File: config.mk
export PLATFORM = sky130hd
export DESIGN_NAME = snake_master_ctrl
export DESIGN_NICKNAME = d
export VERILOG_FILES = /design/src/rtl/snake_pkg.sv /design/src/rtl/snake_master_ctrl_btn_sync_edge.sv /design/src/rtl/snake_master_ctrl.sv
export SDC_FILE = /design/constraint.sdc
export NUM_CORES = 1
export LEC_CHECK = 0
export BUFFER_PORTS_ARGS = -buffer_cell sky130_fd_sc_hd__buf_2
export CAP_MARGIN = 20
export CORE_UTILIZATION = 59
export CTS_CLUSTER_SIZE = 14
export DETAILED_ROUTE_END_ITERATION = 6
export GPL_TIMING_DRIVEN = 0
export PLACE_DENSITY = 0.75
export SLEW_MARGIN = 20
export SYNTH_ARGS = -nofsm -noshare
export SYNTH_HDL_FRONTEND = slang
export SYNTH_SLANG_ARGS = --single-unit
export TNS_END_PERCENT = 20
File: constraint.sdc
create_clock -name CLK -period 2.1 [get_ports CLK]
set_clock_uncertainty 0.1 [all_clocks]
set_input_delay 0.315 -clock CLK [delete_from_list [all_inputs] [get_ports CLK]]
set_output_delay 0.315 -clock CLK [all_outputs]
set_load 0.01 [all_outputs]
File: src/rtl/snake_pkg.sv
// snake_pkg: encodings and constants shared by the snake controller, datapath, navigation FSM and VGA path.
package snake_pkg;
   typedef enum logic [1:0] {
      ST_IDLE = 2'b00,
      ST_PLAY = 2'b01,
      ST_WIN  = 2'b10,
      ST_LOSE = 2'b11
   } master_state_e;
   typedef enum logic [1:0] {DIR_UP, DIR_DOWN, DIR_LEFT, DIR_RIGHT} dir_e;
   localparam logic [11:0] COLOUR_BG     = 12'h000;
   localparam logic [11:0] COLOUR_SNAKE  = 12'h0F0;
   localparam logic [11:0] COLOUR_TARGET = 12'hF00;
   localparam logic [11:0] COLOUR_WIN    = 12'h0FF;
   localparam logic [11:0] COLOUR_LOSE   = 12'hF0F;
   localparam int MAX_X = 159;
   localparam int MAX_Y = 119;
endpackage

File: src/rtl/snake_master_ctrl_btn_sync_edge.sv
// btn_sync_edge: 2-flop synchroniser for an asynchronous button followed by a rising-edge strobe.
module btn_sync_edge (
   input  logic clk,
   input  logic rst,
   input  logic btn,
   output logic rise
);
   logic [2:0] sync;
   always_ff @(posedge clk or posedge rst)
      if (rst) sync <= '0;
      else     sync <= {sync[1:0], btn};
   assign rise = sync[1] & ~sync[2];
endmodule

File: src/rtl/snake_master_ctrl.sv
// snake_master_ctrl: game sequencer (IDLE/PLAY/WIN[/LOSE]), score and target request handshake.
// Define SNAKE_TIMEOUT_EN to build the PLAY timeout that leads to LOSE.
module snake_master_ctrl
   import snake_pkg::*;
#(
   parameter int WIN_SCORE      = 10,
   parameter int SCORE_W        = 4,
   parameter int HOLD_CYCLES    = 200_000_000,
   parameter int TIMEOUT_CYCLES = 1_000_000_000
) (
   input  logic               CLK,
   input  logic               RESET,
   input  logic               BTNU,
   input  logic               BTND,
   input  logic               BTNL,
   input  logic               BTNR,
   input  logic               REACHED_TARGET,
   input  logic               TARGET_ACK,
   output logic [1:0]         MASTER_STATE,
   output logic [SCORE_W-1:0] SCORE,
   output logic               NEW_TARGET_REQ
);
   // one width covers both the hold and timeout counters
   localparam int CW = $clog2((HOLD_CYCLES > TIMEOUT_CYCLES ? HOLD_CYCLES : TIMEOUT_CYCLES) + 1);
   master_state_e state, state_nxt;
   logic [SCORE_W-1:0] score_nxt;
   logic [CW-1:0] hold_cnt, hold_nxt;
   logic [3:0] btns, rise;
   logic any_press, set_req, req_nxt;
`ifdef SNAKE_TIMEOUT_EN
   logic [CW-1:0] to_cnt, to_nxt;
`endif
   assign btns = {BTNU, BTND, BTNL, BTNR};
   for (genvar i = 0; i < 4; i++) begin : g_btn
      btn_sync_edge u_btn (.clk(CLK), .rst(RESET), .btn(btns[i]), .rise(rise[i]));
   end
   assign any_press = |rise;
   assign MASTER_STATE = state;
   always_comb begin
      state_nxt = state;
      score_nxt = SCORE;
      hold_nxt  = '0;
      set_req   = 1'b0;
`ifdef SNAKE_TIMEOUT_EN
      to_nxt    = '0;
`endif
      case (state)
         ST_IDLE: if (any_press) begin
            state_nxt = ST_PLAY;
            score_nxt = '0;
            set_req   = 1'b1;
         end
         ST_PLAY: begin
            // a catch on the expiry cycle takes priority over the timeout
            if (REACHED_TARGET) begin
               score_nxt = SCORE + 1'b1;
               set_req   = 1'b1;
               if (SCORE == SCORE_W'(WIN_SCORE - 1)) state_nxt = ST_WIN;
            end
`ifdef SNAKE_TIMEOUT_EN
            else if (to_cnt == CW'(TIMEOUT_CYCLES - 1)) state_nxt = ST_LOSE;
            else to_nxt = to_cnt + 1'b1;
`endif
         end
         default: if (hold_cnt == CW'(HOLD_CYCLES - 1)) state_nxt = ST_IDLE;
                  else hold_nxt = hold_cnt + 1'b1;
      endcase
      req_nxt = set_req | (NEW_TARGET_REQ & ~TARGET_ACK);
   end
   always_ff @(posedge CLK or posedge RESET)
      if (RESET) begin
         state          <= ST_IDLE;
         SCORE          <= '0;
         NEW_TARGET_REQ <= 1'b0;
         hold_cnt       <= '0;
`ifdef SNAKE_TIMEOUT_EN
         to_cnt         <= '0;
`endif
      end else begin
         state          <= state_nxt;
         SCORE          <= score_nxt;
         NEW_TARGET_REQ <= req_nxt;
         hold_cnt       <= hold_nxt;
`ifdef SNAKE_TIMEOUT_EN
         to_cnt         <= to_nxt;
`endif
      end
endmodule

==> impl_metrics.json <==
{
  "ant_nets": 0,
  "internal_power_mw": 1.22,
  "path_cells": "ha_1 > nand3_1 > nor2_1 > buf_4 > nand4_1 > xnor2_1 > and2_1",
  "rr_endpoint": "hold_cnt[20]",
  "vias_per_cell": 5.60,
  "grt_pass1_wl_um": 7400,
  "p_total_mw": 1.59,
  "tritoncts.num_buffers": 5,
  "initial_utilization_pct": 61.6,
  "dpl.hpwl_um": 2930,
  "yosys.cell_count.top_type": "dfrtp_1",
  "fin_nets": 244,
  "num_antenna_cells": 0,
  "critPathMaxFanout": 10,
  "remaining_drc_errors": 0,
  "placementRows": 22,
  "path_delay_family": "simple AND/OR/NAND/NOR gates",
  "hold-path-endpoint": "g_btn[2].u_btn.sync[0]",
  "clock_path_buffers": 2,
  "synthCells": 207,
  "fmax_mhz": 515,
  "globalRoute.busiestLayer": "met2",
  "fin_crit_ps": 1940,
  "fin_crit_sh_pct": 92.4,
  "io_pins": 15,
  "slowest_delay_ps": 410,
  "routed_wl_um": 4150,
  "fillCellCount": 290,
  "clockRootBuffer": "clkbuf_8",
  "clock_latency_ps": 310,
  "use_met2_pct": 38.3,
  "drive_gt1_share_pct": 17.5,
  "pwr-share-seq_pct": 60.4,
  "cp_data_required_time_ps": 2200,
  "worst_slack_ps": 159,
  "cp-start-kind": "flop",
  "holdWs_ps": 6.88,
  "grt_max_degree": 32,
  "yosysSeqAreaShare_pct": 54.4,
  "postSynthAreaPerCell_um2": 10.9,
  "first_pass_iters": 4,
  "reg2reg_slack_ps": 160,
  "whs_path_depth": 1,
  "setup_viol": 0,
  "worstHoldStart": "BTND",
  "use_met1_pct": 32.2,
  "antenna_found_initial": 0,
  "reg2reg_from": "hold_cnt[0]",
  "cts.sinks": 49,
  "synth_commonest_cells": "dfrtp_1, nor2_1, xor2_1",
  "worst_pin_slew_ps": 497,
  "p_leak_nw": 1.19,
  "core_um2": 3660,
  "die_w_um": 63.8,
  "power_density_nw_per_um2": 624,
  "fin_util_pct": 69.6,
  "critPathSlowestCell": "dfrtp_1",
  "wire_per_inst_um": 14.7,
  "crit_buf_inv": 1,
  "r2r_cells": 7,
  "syn_to_final_growth_pct": 13.0,
  "cp.depth": 7,
  "synth_area_um2": 2250,
  "place.gp.congestion": 0.839,
  "crit_path_end_kind": "flop",
  "synth.top_cell.area_share_pct": 54.4,
  "grt-ovfl-total": 0,
  "synth_edf_count": 0,
  "postSynth.asyncResetShare_pct": 100,
  "cp.arrival_ps": 2050,
  "track_usage_pct": 23.9,
  "drtIter0Drc": 97,
  "port_buffers": 14,
  "power_frac_comb_pct": 2.7,
  "pre_cts_ws_ps": 178,
  "criticalPathCategory": "reg2reg",
  "yosys-top-cells-area": "dfrtp_1, xor2_1, nor2_1",
  "synth_cell_types": 41,
  "clk_pin_slew_ps": 100,
  "slew_headroom_pct": 66.6,
  "hold_violations": 0,
  "ys.flop_type": "dfrtp_1",
  "synth_top_cell_by_area": "dfrtp_1",
  "vias": 1578,
  "switching_share_pct": 23.1,
  "chipHeight_um": 63.8,
  "htree_levels": 2,
  "ys_seq_elements": 49,
  "grt_pass1_vias": 1604,
  "clkPwrFrac_pct": 36.9,
  "drv_cap": 0,
  "hold_path_class": "in2reg",
  "status": "finished, final reports clean",
  "p_sw_mw": 0.368,
  "synthesis.nets": 218,
  "tns_ps": 0,
  "rsz0062_at_grt": "false",
  "irDropWorstVdd_v": 0.000677,
  "cts_tree": "built",
  "use_met3_pct": 5.36,
  "die-area_um2": 4070,
  "drv_slew": 0,
  "ys_warn_count": 0
}
==> cells by family after synthesis <==
group,share of synthesized area [%]
compound gates,4.61
xor+xnor,10.5
fa+ha+maj,1.66
buf+inv,3.50
flops,54.4
mux,0.499
simple gates,24.9
==> cells in the final DEF (no fill, tap or decap), types with 2 or more instances in the layout <==
cell type,count
and3_1,3
and3b_1,2
nor2b_1,5
and2_1,6
a21oi_1,3
dfrtp_1,49
clkbuf_8,5
nor3_1,4
nor2_2,4
o21ai_0,5
inv_1,8
xor2_1,20
and4_1,2
nor2_1,25
xnor2_1,7
nand3_1,14
nor4_2,2
nor4_1,2
dlygate4sd3_1,4
buf_2,14
buf_6,3
nand4_1,13
nand2_1,6
ha_1,3
==> worst max path at each step <==
stage                           start      endpoint  slack [ps]
after floorplan           hold_cnt[0]  hold_cnt[18]         420
after global placement          RESET  hold_cnt[19]          40
after detailed placement  hold_cnt[0]  hold_cnt[20]         180
after CTS                 hold_cnt[0]  hold_cnt[20]         150
after global routing      hold_cnt[0]  hold_cnt[20]           4
final                     hold_cnt[0]  hold_cnt[20]         160
==> worst reg2reg max path: stages, from the launching register on <==
cell     delay (ps)
dfrtp_1         410
ha_1            220
nand3_1         220
nor2_1          260
buf_4           220
nand4_1         120
xnor2_1         140
and2_1          150
==> flip-flops by register name, summed over array words and instances, names as in the netlist <==
signal,flops
hold_cnt,30
MASTER_STATE,2
NEW_TARGET_REQ,1
SCORE,4
g_btn.u_btn.sync,12
==> area by class of cell <==
class,instances,area [um2],area share (%)
Inverter,9,33.8,1.33
Timing Repair Buffer,19,130,5.11
Buffer,5,45.0,1.77
Tap cell,48,60.1,2.36
Multi-Input combinational cell,144,956,37.5
Clock inverter,3,28.8,1.13
Clock buffer,5,68.8,2.70
Sequential cell,49,1230,48.1
==> routing by layer <==
layer / part of all wire, % / up-vias
li1: - / 767
met5: 0 / -
met3: 4.1 / 7
met4: 0.96 / 0
met1: 46 / 772
met2: 49 / 32
==> metrics by stage <==
step	cell area (um2)	cells
2_1_floorplan	2250	207
3_3_place_gp	2380	269
3_5_place_dp	2400	270
4_1_cts	2530	281
5_1_grt	2550	282
6_report	2550	282
==> power groups by stage <==
stage	Clock, mW	Sequential, mW	Combinational [mW]
finish	0.587	0.961	0.0433
floorplan	0	0.978	0.0211
CTS	0.598	0.961	0.0437
global placement	0	0.979	0.0329
detailed placement	0	0.980	0.0392
global route	0.635	0.963	0.0506
==> repair_timing <==
item / in CTS / in global routing
endpoints found under the hold margin: 20 / 1
setup endpoints to repair: 0 / 5
buffers inserted: 0 / 0
hold buffers: 3 / 1
gates resized for setup: 0 / 1
Power figures use the tool's default switching activity.
